==> src/rtl/univ_shift_reg.sv <==
// rtl/univ_shift_reg.sv - parametrised universal shift register with word snapshot
//
// Purpose:
//   WIDTH-bit register that holds, shifts right, shifts left or parallel-loads,
//   moving LANE_W bits per enabled shift. Every N = WIDTH/LANE_W enabled shifts
//   complete one word. The post-shift value of that word is captured in word_q,
//   and word_valid pulses for one cycle.
//
// Ports:
//   clk        in   rising-edge clock
//   reset_n    in   asynchronous active-low reset
//   en         in   shift/load enable (hold when low)
//   sclr       in   synchronous clear, overrides en
//   mode       in   00 hold, 01 shift right, 10 shift left, 11 parallel load
//   sin_r      in   LANE_W lane entering at the MSB end on a right shift
//   sin_l      in   LANE_W lane entering at the LSB end on a left shift
//   pin        in   WIDTH parallel load data
//   q          out  register contents
//   sout_r     out  lane leaving on a right shift (q LSB lane)
//   sout_l     out  lane leaving on a left shift (q MSB lane)
//   cnt        out  lanes shifted in for the current word
//   word_q     out  snapshot of the last completed word
//   word_valid out  one-cycle strobe for a new word_q

module univ_shift_reg #(
    parameter int  WIDTH  = 8,
    parameter int  LANE_W = 1,
    localparam int CNT_W  = ((WIDTH / LANE_W) > 1) ? $clog2(WIDTH / LANE_W) : 1
) (
    input  logic              clk,
    input  logic              reset_n,
    input  logic              en,
    input  logic              sclr,
    input  logic [1:0]        mode,
    input  logic [LANE_W-1:0] sin_r,
    input  logic [LANE_W-1:0] sin_l,
    input  logic [WIDTH-1:0]  pin,
    output logic [WIDTH-1:0]  q,
    output logic [LANE_W-1:0] sout_r,
    output logic [LANE_W-1:0] sout_l,
    output logic [CNT_W-1:0]  cnt,
    output logic [WIDTH-1:0]  word_q,
    output logic              word_valid
);

    localparam int               N        = WIDTH / LANE_W;
    localparam logic [CNT_W-1:0] CNT_LAST = CNT_W'(N - 1);

    localparam logic [1:0] MODE_HOLD  = 2'b00;
    localparam logic [1:0] MODE_RIGHT = 2'b01;
    localparam logic [1:0] MODE_LEFT  = 2'b10;
    localparam logic [1:0] MODE_LOAD  = 2'b11;

    logic [WIDTH-1:0] r_q;
    logic [CNT_W-1:0] r_cnt;
    logic [WIDTH-1:0] r_word_q;
    logic             r_word_valid;
    logic [WIDTH-1:0] w_shift;

    // Next value for either shift direction; mode[0] selects right (01) vs left (10).
    // With a single lane per word the whole register is replaced by the input lane,
    // which also avoids the empty slice of the general form.
    generate
        if (N == 1) begin : g_single_lane
            always_comb begin
                w_shift = mode[0] ? sin_r : sin_l;
            end
        end else begin : g_multi_lane
            always_comb begin
                w_shift = mode[0] ? {sin_r, r_q[WIDTH-1:LANE_W]}
                                  : {r_q[WIDTH-LANE_W-1:0], sin_l};
            end
        end
    endgenerate

    always_ff @(posedge clk or negedge reset_n) begin
        if (!reset_n) begin
            r_q          <= '0;
            r_cnt        <= '0;
            r_word_q     <= '0;
            r_word_valid <= 1'b0;
        end else begin
            // Strobe is low unless this edge completes a word.
            r_word_valid <= 1'b0;
            if (sclr) begin
                r_q   <= '0;
                r_cnt <= '0;
            end else if (en) begin
                case (mode)
                    MODE_RIGHT, MODE_LEFT: begin
                        r_q <= w_shift;
                        // Lanes are counted regardless of direction.
                        if (r_cnt == CNT_LAST) begin
                            r_cnt        <= '0;
                            r_word_q     <= w_shift;
                            r_word_valid <= 1'b1;
                        end else begin
                            r_cnt <= r_cnt + 1'b1;
                        end
                    end
                    MODE_LOAD: begin
                        r_q   <= pin;
                        r_cnt <= '0;
                    end
                    MODE_HOLD: begin
                        r_q <= r_q;
                    end
                    default: begin
                        r_q <= r_q;
                    end
                endcase
            end
        end
    end

    assign q          = r_q;
    assign sout_r     = r_q[LANE_W-1:0];
    assign sout_l     = r_q[WIDTH-1 -: LANE_W];
    assign cnt        = r_cnt;
    assign word_q     = r_word_q;
    assign word_valid = r_word_valid;

endmodule

==> config.mk <==
export PLATFORM = sky130hd
export DESIGN_NAME = univ_shift_reg
export DESIGN_NICKNAME = d
export VERILOG_FILES = /design/src/rtl/univ_shift_reg.sv
export SDC_FILE = /design/constraint.sdc
export NUM_CORES = 1
export LEC_CHECK = 0
export ABC_AREA = 1
export ABC_CLOCK_PERIOD_IN_PS = 1400
export BUFFER_PORTS_ARGS = -buffer_cell sky130_fd_sc_hd__buf_2
export CELL_PAD_IN_SITES_DETAIL_PLACEMENT = 1
export CELL_PAD_IN_SITES_GLOBAL_PLACEMENT = 1
export CORE_MARGIN = 2
export CORE_UTILIZATION = 30
export DETAILED_ROUTE_END_ITERATION = 12
export PLACE_DENSITY_LB_ADDON = 0.1
export SETUP_SLACK_MARGIN = 0.15
export SLEW_MARGIN = 15
export SYNTH_ARGS = -nofsm -noshare
export SYNTH_HDL_FRONTEND = slang
export SYNTH_SLANG_ARGS = --single-unit
==> constraint.sdc <==
create_clock -name clk -period 1.4 [get_ports clk]
set_input_delay 0.28 -clock clk [delete_from_list [all_inputs] [get_ports clk]]
set_output_delay 0.28 -clock clk [all_outputs]
set_load 0.005 [all_outputs]
* Yosys cells after proc, flatten, opt, wreduce, memory -nomap -nowiden
Cells that the tools add are included.
** Storage, ports and cells
- Register bits :: 20
- Output and inout port bits :: 22
- Logic and storage cells :: 30
** Cells by class
- Add/subtract/negate cells :: 1
- Equality and inequality tests :: 5
- Mux-type cells :: 12
- Bitwise gates (word level) :: 1
- Reductions and logical operators :: 7
** Operators with widths (count)
- $mux W8 :: 3
- $pmux W8 S2 :: 1
- $mux W3 :: 3
- $pmux W3 S2 :: 1
- $eq A2 B2 Y1 const B :: 2
- $mux W1 :: 4
- $reduce_and A2 Y1 :: 2
- $reduce_and A4 Y1 :: 1
- $add A3 B1 Y3 const B :: 1
- $eq A3 B3 Y1 const B :: 1
- $reduce_bool A3 Y1 :: 1
- $eq A2 B1 Y1 const B :: 1
- $logic_not A2 Y1 :: 1
- $ne A2 B2 Y1 const B :: 1
- $reduce_bool A2 Y1 :: 1
- $reduce_or A2 Y1 :: 1
- $not A1 Y1 :: 1

* Longest topological paths before layout
- Word-level depth :: 5
- Depth in mapped cells :: 8

* Worst setup path before layout
Ideal clock, no wire load.
- Kind :: input port to flip-flop
- From :: input mode[0]
- To :: register r_word_q[0] (netlist: word_q[0])
- Arrival :: 1.255 ns
- Data required time :: 1.283 ns
- Slack :: 0.028 ns
- Cell stages on the path :: 7
- Path buffers :: 1
- Cells stage by stage :: buf_2 -> inv_2 -> ha_1 -> nand4_2 -> clkinv_2 -> nand2_1 -> nand2_1
** On the way
- Word-level cells in the longest chain between the ends :: 3
** RTL lines
- start: declaration :: RTL line 34 : input logic [1:0] mode,
- $eq A2 B1 Y1 or $eq A2 B2 Y1 (tied branches) :: RTL line 89 : case (mode)
- $reduce_or A2 Y1 :: RTL line 89
- $reduce_and A4 Y1 (no line)
- end signal: assignment :: RTL line 95 : r_word_q <= w_shift;
- end: declaration :: RTL line 56 : logic [WIDTH-1:0] r_word_q;
Parallel ways exist; a longest one is shown, timed or not.
A chain may end at the register's enable or synchronous reset.

* Worst setup path in the final report
- From :: register r_cnt[0] (netlist: cnt[0])
- To :: output cnt[0]
** RTL lines
- start: declaration :: RTL line 55 : logic [CNT_W-1:0] r_cnt;
- start signal: assignment :: RTL line 98 : r_cnt <= r_cnt + 1'b1;
- end: declaration :: RTL line 41 : output logic [CNT_W-1:0] cnt,
No word-level cell between the ends.

==> results.yml <==
die:
  row_count: 21
  dieHeight_um: 63.82
  ios: 38
  initial_utilization_pct: 31.67
  die_area_um2: 4073
  core-area_um2: 3390
  die_w_um: 63.82
clock_tree:
  cts_made_buffers: 3
  clockBufferDepth: 2
  cts_root_buf: "clkbuf_4"
  cts_tree: "done"
  clkTransAtPathRegs_ns: 0.12
  cts_sinks: 20
  clock_latency_ns: 0.31
  htreeDepth: 1
placed_design:
  portBuffers: 37
  place_hpwl_um: 2258
  placed_cell_area_um2: 1354
  gp_congestion: 0.8118
worst_setup_path:
  critPathLaunchType: "flop"
  end_kind: "output port"
  critical_path_class: "flop to output port"
  critPathMaxFanout: 3
  rrSetupSlack_ns: 0.15
  worstPathArrival_ns: 0.99
  required_ns: 1.12
power_and_ir_drop:
  vdd_drop_max_mv: 0.2800
  p_leak_nw: 0.9056
  powerDensity_nw_per_um2: 806.9
run:
  cap_violations: 0
global_route:
  grt_first_pass_wirelength_um: 5347
  grt_pass1_vias: 1144
  grt-ovfl-total: 0
  track_usage_pct: 16.80
  grt_max_degree: 21
  antenna_found_initial: 0
logic_synthesis:
  ys_seq_area_share_pct: 46.62
  synth_largest_area_cell: "dfrtp_1"
  synth.area.top_cells: "dfrtp_1 47%, nand2_1 26%, nand3_1 7.0%, nor2_1 6.6%, ha_1 4.7%"
  ys_seq_elements: 20
  syn_inst: 150
  syn_nets: 170
  synth_area_per_cell_um2: 7.157
  synth_top_cell_area_share_pct: 46.62
  yosysUniqueCellTypes: 15
  syn_area_um2: 1074
  yosys_warnings: 0
sta:
  hold_viol_final: 0
  maxSlewHeadroom_pct: 68.86
  timing.fmax_ghz: 0.7890
  setup_viol: 0
  rsz0062_at_grt: "yes"
  worst_pin_slew_ns: 0.4671
  timing.final.crit_share_pct: 90.53
  tns_ns: 0
  drv_slew: 0
  finalClockSkew_ns: 0.003848
  final.min_clock_period_ns: 1.267
status:
  outcome: "finished clean"
routing:
  dr.pass1.iters: 4
  dr.first_iter.drc_count: 27
  via_per_inst: 4.669
  ant_nets: 0
  vias: 1130
  drc_errors: 0
  routed_wirelength_um: 3119
  routedWlPerCell_um: 12.89
cells_and_area:
  num-nets-final: 217
  diodes: 0
  n_fill_cell: 444
  drive_above_1_share_pct: 29.59
  fin_area_um2: 1438
  area_delta_synth_final_pct: 33.92
  multi_input_area_um2: 563.0
  final_common_cell: "nand2_1"
  area.sequential_um2: 500.5
  final_cell_mix: "75 x nand2_1, 37 x buf_2, 20 x dfrtp_1"
min_path:
  hold_class: "input pin to flop"
==> report_power, final <==
part	leakage, nW	switching (mW)	internal [mW]
clock	0.0210	0.194	0.159
sequential	0.276	0.0157	0.593
combinational	0.608	0.118	0.0807
total	0.906	0.328	0.832
==> synthesized netlist by cell type <==
cell type and instances:
ha_1 4, nor2_1 19, buf_6 1, nor3_1 2
nand3_1 15, inv_2 3, inv_1 4, dfrtp_1 20
buf_4 2, clkinv_2 1, o21ai_0 1, buf_2 1
nand4_2 1, nand2_1 75, a21oi_1 1
==> stage by stage <==
step	power, mW	hold WS, ns	utilization, %	std cells	worst slack (ns)
after global placement	0.8057	0.2643	39.94	234	0.06791
after CTS	1.171	0.2882	42.27	241	0.1345
after global routing	1.224	0.3160	42.41	242	0.09113
after detailed placement	0.8089	0.2657	39.94	234	0.04672
final	1.160	0.2903	42.41	242	0.1326
after floorplan	0.7201	-0.01559	-	150	0.1578
==> layer usage <==
layer | wire length [µm] | up-vias | GRT usage [%]
met5 | 0 | - | 0
met4 | 22 | 0 | 4.620
met3 | 113 | 2 | 2.289
met2 | 1479 | 25 | 28.13
met1 | 1504 | 541 | 22.59
li1 | - | 562 | -
==> state kept, by name, summed over array words and instances (netlist names) <==
register    flops
word_valid      1
word_q          8
cnt             3
q               8
==> cell families after synthesis <==
family,synth area share [%]
and+or+nand+nor,41.96
DFF,46.62
buffers and inverters,5.826
adders and majority gates,4.662
AOI/OAI and AO/OA,0.9315
==> worst max-delay path, stage by stage, from the launching register on <==
cell and delay [ns]:
dfrtp_1 0.42, buf_4 0.15, buf_2 0.12
==> timing repair <==
item                       4_1_cts  5_1_grt
hold buffers                     1        0
pin swaps                        1        0
buffers inserted                 1        0
resized for setup                2        0
gates cloned                     1        1
setup endpoints to repair       11       11
hold endpoints to repair        20        0
==> area by class of cell <==
cell class                 count  area share (%)
timing repair buffer          44           16.71
clock buffer                   4           2.524
sequential                    20           34.81
timing repair inverter         1          0.3481
tap                           46           4.003
inverter                       8           2.437
multi-input combinational    119           39.16
==> final timing paths <==
path                       depth (start not counted)  startpoint         to
min                                                5      pin[7]       q[7]
max reg2reg                                        6      cnt[0]  word_q[2]
min in group asynchronous                          2     reset_n     cnt[1]
min reg2reg                                        2   word_q[1]  word_q[1]
max                                                2      cnt[0]     cnt[0]
max in group asynchronous                          2     reset_n       q[2]
(Power assumes the default switching activity.)
